==> src/rtl/ads_pkg.sv <==
// Shared definitions for the ADS-style SPI frame responder.
package ads_pkg;

   localparam int ADS_WORD_W = 24;
   localparam logic [3:0] ADS_HDR = 4'hC;
   localparam int ADS_STALE_BIT = 16;

   typedef enum logic [1:0] {
      IDLE,
      ARMED,
      SHIFT
   } ads_state_e;

endpackage

==> src/rtl/ads_sync_edge.sv <==
// Multi-flop synchronizer for an asynchronous input, followed by an edge-detect register.
module ads_sync_edge #(
   parameter int   STAGES  = 2,
   parameter logic RST_VAL = 1'b0
) (
   input  logic clk,
   input  logic rst,
   input  logic async_i,
   output logic level_o,
   output logic rise_o,
   output logic fall_o
);

   logic [STAGES-1:0] sync_q;
   logic              prev_q;

   always_ff @(posedge clk) begin
      if (rst) begin
         sync_q <= {STAGES{RST_VAL}};
         prev_q <= RST_VAL;
      end else begin
         sync_q <= {sync_q[STAGES-2:0], async_i};
         prev_q <= sync_q[STAGES-1];
      end
   end

   assign level_o = sync_q[STAGES-1];
   assign rise_o  = sync_q[STAGES-1] & ~prev_q;
   assign fall_o  = ~sync_q[STAGES-1] & prev_q;

endmodule

==> src/rtl/ads_frame_responder.sv <==
// ADC-side responder: paces frames with DRDY and shifts status plus channel samples out on MISO.
//
// state | meaning
// IDLE  | no frame pending, MISO held low
// ARMED | frame built, DRDY low, waiting for first SCLK rise
// SHIFT | frame being clocked out, ends on CS rising edge
module ads_frame_responder
   import ads_pkg::*;
#(
   parameter int N_CH        = 8,
   parameter int FRAME_DIV   = 50000,
   parameter int SYNC_STAGES = 2
) (
   input  logic                  clk_50m,
   input  logic                  rst,
   input  logic [ADS_WORD_W-1:0] sample_data,
   input  logic                  sample_valid,
   output logic                  sample_ready,
   input  logic                  ads_sclk,
   input  logic                  ads_cs_n,
   output logic                  ads_drdy_n,
   output logic                  ads_miso,
   output logic [7:0]            frame_id,
   output logic                  overrun,
   output logic                  stale,
   input  logic                  clr_flags
);

   localparam int FRAME_W = ADS_WORD_W * (N_CH + 1);
   localparam int SLOT_W  = $clog2(N_CH + 1);
   localparam int BIT_W   = $clog2(FRAME_W + 1);
   localparam int TMR_W   = $clog2(FRAME_DIV);

   ads_state_e state_q, state_d;
   logic [TMR_W-1:0]                   tmr_q;
   logic [N_CH-1:0][ADS_WORD_W-1:0]    buf_q;
   logic [N_CH-1:0][ADS_WORD_W-1:0]    chan_q, chan_d, chan_new;
   logic [SLOT_W-1:0]                  slot_q, slot_d;
   logic [FRAME_W-1:0]                 sr_q, sr_d;
   logic [BIT_W-1:0]                   bit_q, bit_d;
   logic [7:0]                         fid_q, fid_d;
   logic                               drdy_q, drdy_d, miso_q, miso_d;
   logic                               ovr_q, ovr_d, stale_q, stale_d;
   logic [ADS_WORD_W-1:0]              status_w;
   logic                               tick, full, accept, build;
   logic                               cs_sync, cs_rise, sclk_rise;
   logic                               sclk_lvl_unused, sclk_fall_unused, cs_fall_unused;

   ads_sync_edge #(.STAGES(SYNC_STAGES), .RST_VAL(1'b0)) u_sync_sclk (
      .clk(clk_50m), .rst(rst), .async_i(ads_sclk),
      .level_o(sclk_lvl_unused), .rise_o(sclk_rise), .fall_o(sclk_fall_unused)
   );

   ads_sync_edge #(.STAGES(SYNC_STAGES), .RST_VAL(1'b1)) u_sync_cs (
      .clk(clk_50m), .rst(rst), .async_i(ads_cs_n),
      .level_o(cs_sync), .rise_o(cs_rise), .fall_o(cs_fall_unused)
   );

   assign tick   = (tmr_q == TMR_W'(FRAME_DIV - 1));
   assign full   = (slot_q == SLOT_W'(N_CH));
   assign accept = sample_valid & sample_ready;

   always_ff @(posedge clk_50m) begin
      if (rst) begin
         tmr_q <= '0;
      end else if (tick) begin
         tmr_q <= '0;
      end else begin
         tmr_q <= tmr_q + TMR_W'(1);
      end
   end

   always_ff @(posedge clk_50m) begin
      for (int i = 0; i < N_CH; i++) begin
         if (rst) begin
            buf_q[i] <= '0;
         end else if (accept && slot_q == SLOT_W'(i)) begin
            buf_q[i] <= sample_data;
         end
      end
   end

   // Channel 0 sits in the most significant slot so it follows the status word.
   always_comb begin
      chan_new = '0;
      for (int i = 0; i < N_CH; i++) begin
         chan_new[N_CH-1-i] = buf_q[i];
      end
   end

   always_comb begin
      state_d  = state_q;
      slot_d   = slot_q;
      sr_d     = sr_q;
      chan_d   = chan_q;
      bit_d    = bit_q;
      fid_d    = fid_q;
      drdy_d   = drdy_q;
      miso_d   = miso_q;
      ovr_d    = ovr_q;
      stale_d  = stale_q;
      build    = 1'b0;
      status_w = '0;

      case (state_q)
         IDLE: begin
            if (tick) begin
               build   = 1'b1;
               drdy_d  = 1'b0;
               state_d = ARMED;
            end
         end
         ARMED: begin
            if (tick) begin
               build = 1'b1;
               ovr_d = 1'b1;
            end else if (sclk_rise && !cs_sync) begin
               drdy_d  = 1'b1;
               miso_d  = sr_q[FRAME_W-1];
               sr_d    = sr_q << 1;
               bit_d   = BIT_W'(1);
               state_d = SHIFT;
            end
         end
         SHIFT: begin
            if (tick) begin
               ovr_d = 1'b1;
            end
            if (cs_rise) begin
               miso_d  = 1'b0;
               state_d = IDLE;
            end else if (sclk_rise && !cs_sync) begin
               if (bit_q < BIT_W'(FRAME_W)) begin
                  miso_d = sr_q[FRAME_W-1];
                  sr_d   = sr_q << 1;
                  bit_d  = bit_q + BIT_W'(1);
               end else begin
                  miso_d = 1'b0;
               end
            end
         end
         default: state_d = IDLE;
      endcase

      // An incomplete buffer repeats the previous channel data and flags the frame stale.
      if (build) begin
         status_w[ADS_WORD_W-1 -: 4] = ADS_HDR;
         status_w[ADS_STALE_BIT]     = ~full;
         status_w[7:0]               = fid_q + 8'd1;
         if (full) begin
            chan_d = chan_new;
            slot_d = '0;
         end else begin
            stale_d = 1'b1;
         end
         sr_d  = {status_w, chan_d};
         bit_d = '0;
         fid_d = fid_q + 8'd1;
      end

      if (accept) begin
         slot_d = slot_d + SLOT_W'(1);
      end

      if (clr_flags) begin
         ovr_d   = 1'b0;
         stale_d = 1'b0;
      end
   end

   always_ff @(posedge clk_50m) begin
      if (rst) begin
         state_q <= IDLE;
         slot_q  <= '0;
         sr_q    <= '0;
         chan_q  <= '0;
         bit_q   <= '0;
         fid_q   <= '0;
         drdy_q  <= 1'b1;
         miso_q  <= 1'b0;
         ovr_q   <= 1'b0;
         stale_q <= 1'b0;
      end else begin
         state_q <= state_d;
         slot_q  <= slot_d;
         sr_q    <= sr_d;
         chan_q  <= chan_d;
         bit_q   <= bit_d;
         fid_q   <= fid_d;
         drdy_q  <= drdy_d;
         miso_q  <= miso_d;
         ovr_q   <= ovr_d;
         stale_q <= stale_d;
      end
   end

   assign sample_ready = (slot_q < SLOT_W'(N_CH));
   assign ads_drdy_n   = drdy_q;
   assign ads_miso     = miso_q & ~cs_sync & (state_q != IDLE);
   assign frame_id     = fid_q;
   assign overrun      = ovr_q;
   assign stale        = stale_q;

endmodule
==> config.mk <==
export PLATFORM = sky130hd
export DESIGN_NAME = ads_frame_responder
export DESIGN_NICKNAME = d
export VERILOG_FILES = /design/src/rtl/ads_pkg.sv /design/src/rtl/ads_sync_edge.sv /design/src/rtl/ads_frame_responder.sv
export SDC_FILE = /design/constraint.sdc
export NUM_CORES = 1
export LEC_CHECK = 0
export CORE_MARGIN = 3
export CORE_UTILIZATION = 56
export DETAILED_ROUTE_END_ITERATION = 10
export PLACE_DENSITY_LB_ADDON = 0.1
export SYNTH_ARGS = -nofsm -noshare
export SYNTH_HDL_FRONTEND = slang
export SYNTH_HIERARCHICAL = 1
export SYNTH_SLANG_ARGS = --single-unit
==> constraint.sdc <==
create_clock -name clk_50m -period 2.2 [get_ports clk_50m]
set_clock_uncertainty 0.05 [all_clocks]
set_input_delay 0.44 -clock clk_50m [delete_from_list [all_inputs] [get_ports clk_50m]]
set_output_delay 0.44 -clock clk_50m [all_outputs]
set_load 0.02 [all_outputs]
# Yosys cells after proc, flatten, opt, wreduce, memory -nomap -nowiden
# Index checks and enable logic that the tools add are counted.
[totals] reg_bits=648 in_bits=30 word_cells=132
[classes] n_addsub=4 order_cmp=2 n_eq_ne=24 n_mux=34 bitwise=9 n_reduce_logical=28
[op_table] cell="$mux 216" count=6
[op_table] cell="$pmux 216 s2" count=1
[op_table] cell="$mux 192" count=1
[op_table] cell="$mux 8" count=5
[op_table] cell="$ne 3x3->1 const B" count=6
[op_table] cell="$add 16x1->16 const B" count=1
[op_table] cell="$add 8x1->8 const B" count=2
[op_table] cell="$eq 16x16->1 const B" count=1
[op_table] cell="$eq 4x3->1 const B" count=4
[op_table] cell="$pmux 8 s2" count=1
[op_table] cell="$ne 2x2->1 const B" count=7
[op_table] cell="$mux 4" count=3
[op_table] cell="$reduce_and 4->1" count=3
[op_table] cell="$reduce_and 6->1" count=2
[op_table] cell="$mux 1" count=10
[op_table] cell="$reduce_or 2->1" count=5
[op_table] cell="$logic_and 1x1->1" count=9
[op_table] cell="$eq 4x2->1 const B" count=2
[op_table] cell="$lt 8x8->1 const B" count=1
[op_table] cell="$mux 2" count=4
[op_table] cell="$pmux 2 s3" count=1
[op_table] cell="$reduce_bool 2->1" count=3
[op_table] cell="$and 1x1->1" count=5
[op_table] cell="$add 4x1->4 const B" count=1
[op_table] cell="other kinds (12)" count=17

# Longest topological paths before layout
[logic_depth] depth_word=7 depth_mapped=10

# By module
# The synthesis kept the hierarchy.
[by_module_without_submodules] mod="ads_frame_responder" instances=1 cells_each=3558 area_each_um2=26474.1
[by_module_without_submodules] mod="ads_sync_edge (u_sync_cs)" instances=1 cells_each=8 area_each_um2=92.6
[by_module_without_submodules] mod="ads_sync_edge (u_sync_sclk)" instances=1 cells_each=8 area_each_um2=91.3

# Worst setup path before layout
# OpenSTA, ideal clock, no wires.
[synth_path] path_type="register -> register" startpoint="reg tmr_q[5]" endpoint="reg sr_q[111]" setup_ns=0.136 arrival_ns=2.164 required_time_ns=2.014 setup_slack_ns=-0.150 stages_incl_launch_ff=9 path_buffers=3 path_cell_list="dfxtp_1 -> or4b_1 -> or4_1 -> buf_2 -> nor2_1 -> buf_2 -> buf_2 -> a31o_2 -> a31oi_1"
[synth_via] elab_chain_len=5
[synth_lines] item="from (decl)" line="ads_frame_responder.sv:35" source="logic [TMR_W-1:0] tmr_q;"
[synth_lines] item="from (signal assigned)" line="ads_frame_responder.sv:69" source="tmr_q <= tmr_q + TMR_W'(1);"
[synth_lines] item="$eq 16x16->1 *" line="ads_frame_responder.sv:59" source="assign tick = (tmr_q == TMR_W'(FRAME_DIV - 1));"
[synth_lines] item="$mux 1" line="ads_frame_responder.sv:107, ads_frame_responder.sv:114"
[synth_lines] item="$mux 1"
[synth_lines] item="$ne 3x3->1 (no source line) / $reduce_bool 3->1 (equally long branches)"
[synth_lines] item="$reduce_and 6->1 (no source line)"
[synth_lines] item="to (signal assigned)" line="ads_frame_responder.sv:186" source="sr_q <= sr_d;"
[synth_lines] item="to (decl)" line="ads_frame_responder.sv:39" source="logic [FRAME_W-1:0] sr_q, sr_d;"
# Mark *: on every way between the ends. The rest lies on a longest branch, timed or not.
# A chain may end at the register's enable or synchronous reset.

# Worst setup path in the final report
[layout_path] startpoint="reg tmr_q[5]" endpoint="reg sr_q[159]"
# Same word-level chain as after synthesis.

==> flow_summary.toml <==
[floorplanning]
die_area_mm2 = 0.0502
die_w_um = 224
coreArea_mm2 = 0.0468
start_util = 0.570
rows = 79
io-pin-count = 43
die_h_um = 224

[sta]
drv_slew = 0
fin_crit_sh = 1.10
period_minus_slack_ps = 2430
hold_viol = 0
max_freq_mhz = 412
maxSlewHeadroom = 0.539
final-setup-viol-count = 402
worstMarginPinSlew_ps = 691
rsz0062_at_grt = "yes"
layout_setup_ws_ps = -225

[worst_setup_path]
r2r_setup_slack_ps = -230
cp-start-kind = "register"
cp.arrival_ps = 2830
slowest_stage = "or4b_4"
critical-path-top-delay-family = "simple AND/OR/NAND/NOR gates"
worstPathMaxFanout = 23
crit_chain = "or4b_4 > or4_4 > nor2_4 > buf_12 > buf_12 > a31o_2 > a31oi_1"
crit_top_cell = "buf_12"
max_stage_delay_ps = 530
path_buf_inv = 2
crit_type = "reg -> reg"
end_kind = "register"
crit_required_ps = 2610

[place]
dp_hpwl_um = 46300
dp_slack_ps = -189
io_buffers = 42
place_congestion = 0.829
place_inst = 4075

[global_routing]
grt_max_degree = 74
grt_pass1_vias = 24267
antenna_found_initial = 5
track_usage = 0.314
grt-ovfl-total = 0
grt_pass1_wl_um = 128000

[power_and_ir_drop]
power.switching_w = 0.00531
seqPwrFrac = 0.488
clkPwrFrac = 0.472
ir_worst_vdd_v = 0.000796
pwr-share-comb = 0.040
intPower_w = 0.0190
power_leakage_nw = 10.3
power.density_mw_per_mm2 = 769
switching_share = 0.218

[final_layout]
layout.nets = 3599
final_common_cell = "nand2_1"
layout-drive-gt1-share = 0.145
multi_input_area_mm2 = 0.0126
register_area_mm2 = 0.0130
final_cell_mix = "nand2_1 (1,590), dfxtp_1 (646), a21oi_1 (398)"
layout.cells.non_filler = 4214
nFillCells = 3768
syn2layout_area_growth_pct = 18.8
final_util = 0.677

[worst_hold_path]
min_path_type = "in -> reg"

[synthesis]
synth_nets = 3614
synth_warnings = 6
synthCells = 3572
syn_area_mm2 = 0.0266
synth_area_per_cell_um2 = 7.46

[run_status]
violations = "setup timing"
outcome = "finished with violations"

[routing]
initialDrtViolationCount = 2288
firstDrtPassIters = 7
drcViolationCount = 0
drt-total-wl_um = 81200
wire_per_inst_um = 19.3
antenna_left = 0
drt-vias-per-instance = 5.98
vias = 25215

[clocking]
root_buffer = "clkbuf_16"
cts_max_level = 3
cts.sinks = 648
clk_latency_ps = 590
cts_tree = "yes"
cts_inserted_buffers = 68
clk_path_buf_depth = 3
clkTransAtPathRegs_ps = 60

[job]
maxCapViolations = 0
worst register-to-register path: cells and delay by family (launching register included):
kind	cells	cell delay [ps]
buffers and inverters	2	420
AOI/OAI and AO/OA	2	260
and+or+nand+nor	3	1260
DFF	1	320
worst paths after layout:
kind,cells past startpoint,from,endpoint
max,7,tmr_q[5],sr_q[159]
min,2,rst,frame_id[5]
max reg2reg,7,tmr_q[5],sr_q[159]
min reg2reg,1,u_sync_cs/sync_q[0],u_sync_cs/sync_q[1]
state kept, by name, indices dropped and copies added, names as in the netlist, named ones only:
signal	count
bit_q	8
overrun	1
buf_q	192
frame_id	8
u_sync_sclk/sync_q	2
state_q	2
u_sync_sclk/prev_q	1
sr_q	216
chan_q	192
u_sync_cs/prev_q	1
stale	1
miso_q	1
u_sync_cs/sync_q	2
slot_q	3
ads_drdy_n	1
tmr_q	16
timing repair:
item	in CTS	in global routing
gates resized for setup	33	45
buffers inserted	6	3
hold buffers	0	0
setup endpoints to repair	391	429
pin swaps	7	2
cloned	6	5
per-layer routing:
layer	wire (um)	track usage	part of all wire
met5	45	0	0.00055
met4	2830	0.113	0.035
met3	6400	0.0594	0.079
met2	36800	0.509	0.45
met1	35100	0.421	0.43
power groups by stage:
stage / Clock (W) / Sequential (W) / Combinational (W)
finish: 0.0115 / 0.0119 / 0.000968
global route: 0.0121 / 0.0119 / 0.00102
CTS: 0.0116 / 0.0119 / 0.000936
detailed placement: 0 / 0.0121 / 0.000929
global placement: 0 / 0.0121 / 0.000914
floorplan: 0 / 0.0121 / 0.000572
layout make-up:
cell class                      count  share of cell area
Antenna cell                        3            0.000237
Clock buffer                      101              0.0638
Clock inverter                     16             0.00601
Inverter                           11             0.00130
Multi-Input combinational cell   2599               0.400
Sequential cell                   648               0.410
Tap cell                          607              0.0240
Timing Repair Buffer              229              0.0948
per-stage QoR:
step | setup TNS, ps | area (um2) | total power (W) | hold WS, ps
6_report | -44040 | 31600 | 0.0243 | 260
5_1_grt | -64990 | 31600 | 0.0250 | 265
4_1_cts | -22460 | 31300 | 0.0244 | 254
3_5_place_dp | -39120 | 28800 | 0.0131 | 353
3_3_place_gp | -30980 | 28800 | 0.0130 | 340
2_1_floorplan | -12730 | 26800 | 0.0127 | 333
Power figures use the tool's default switching activity.
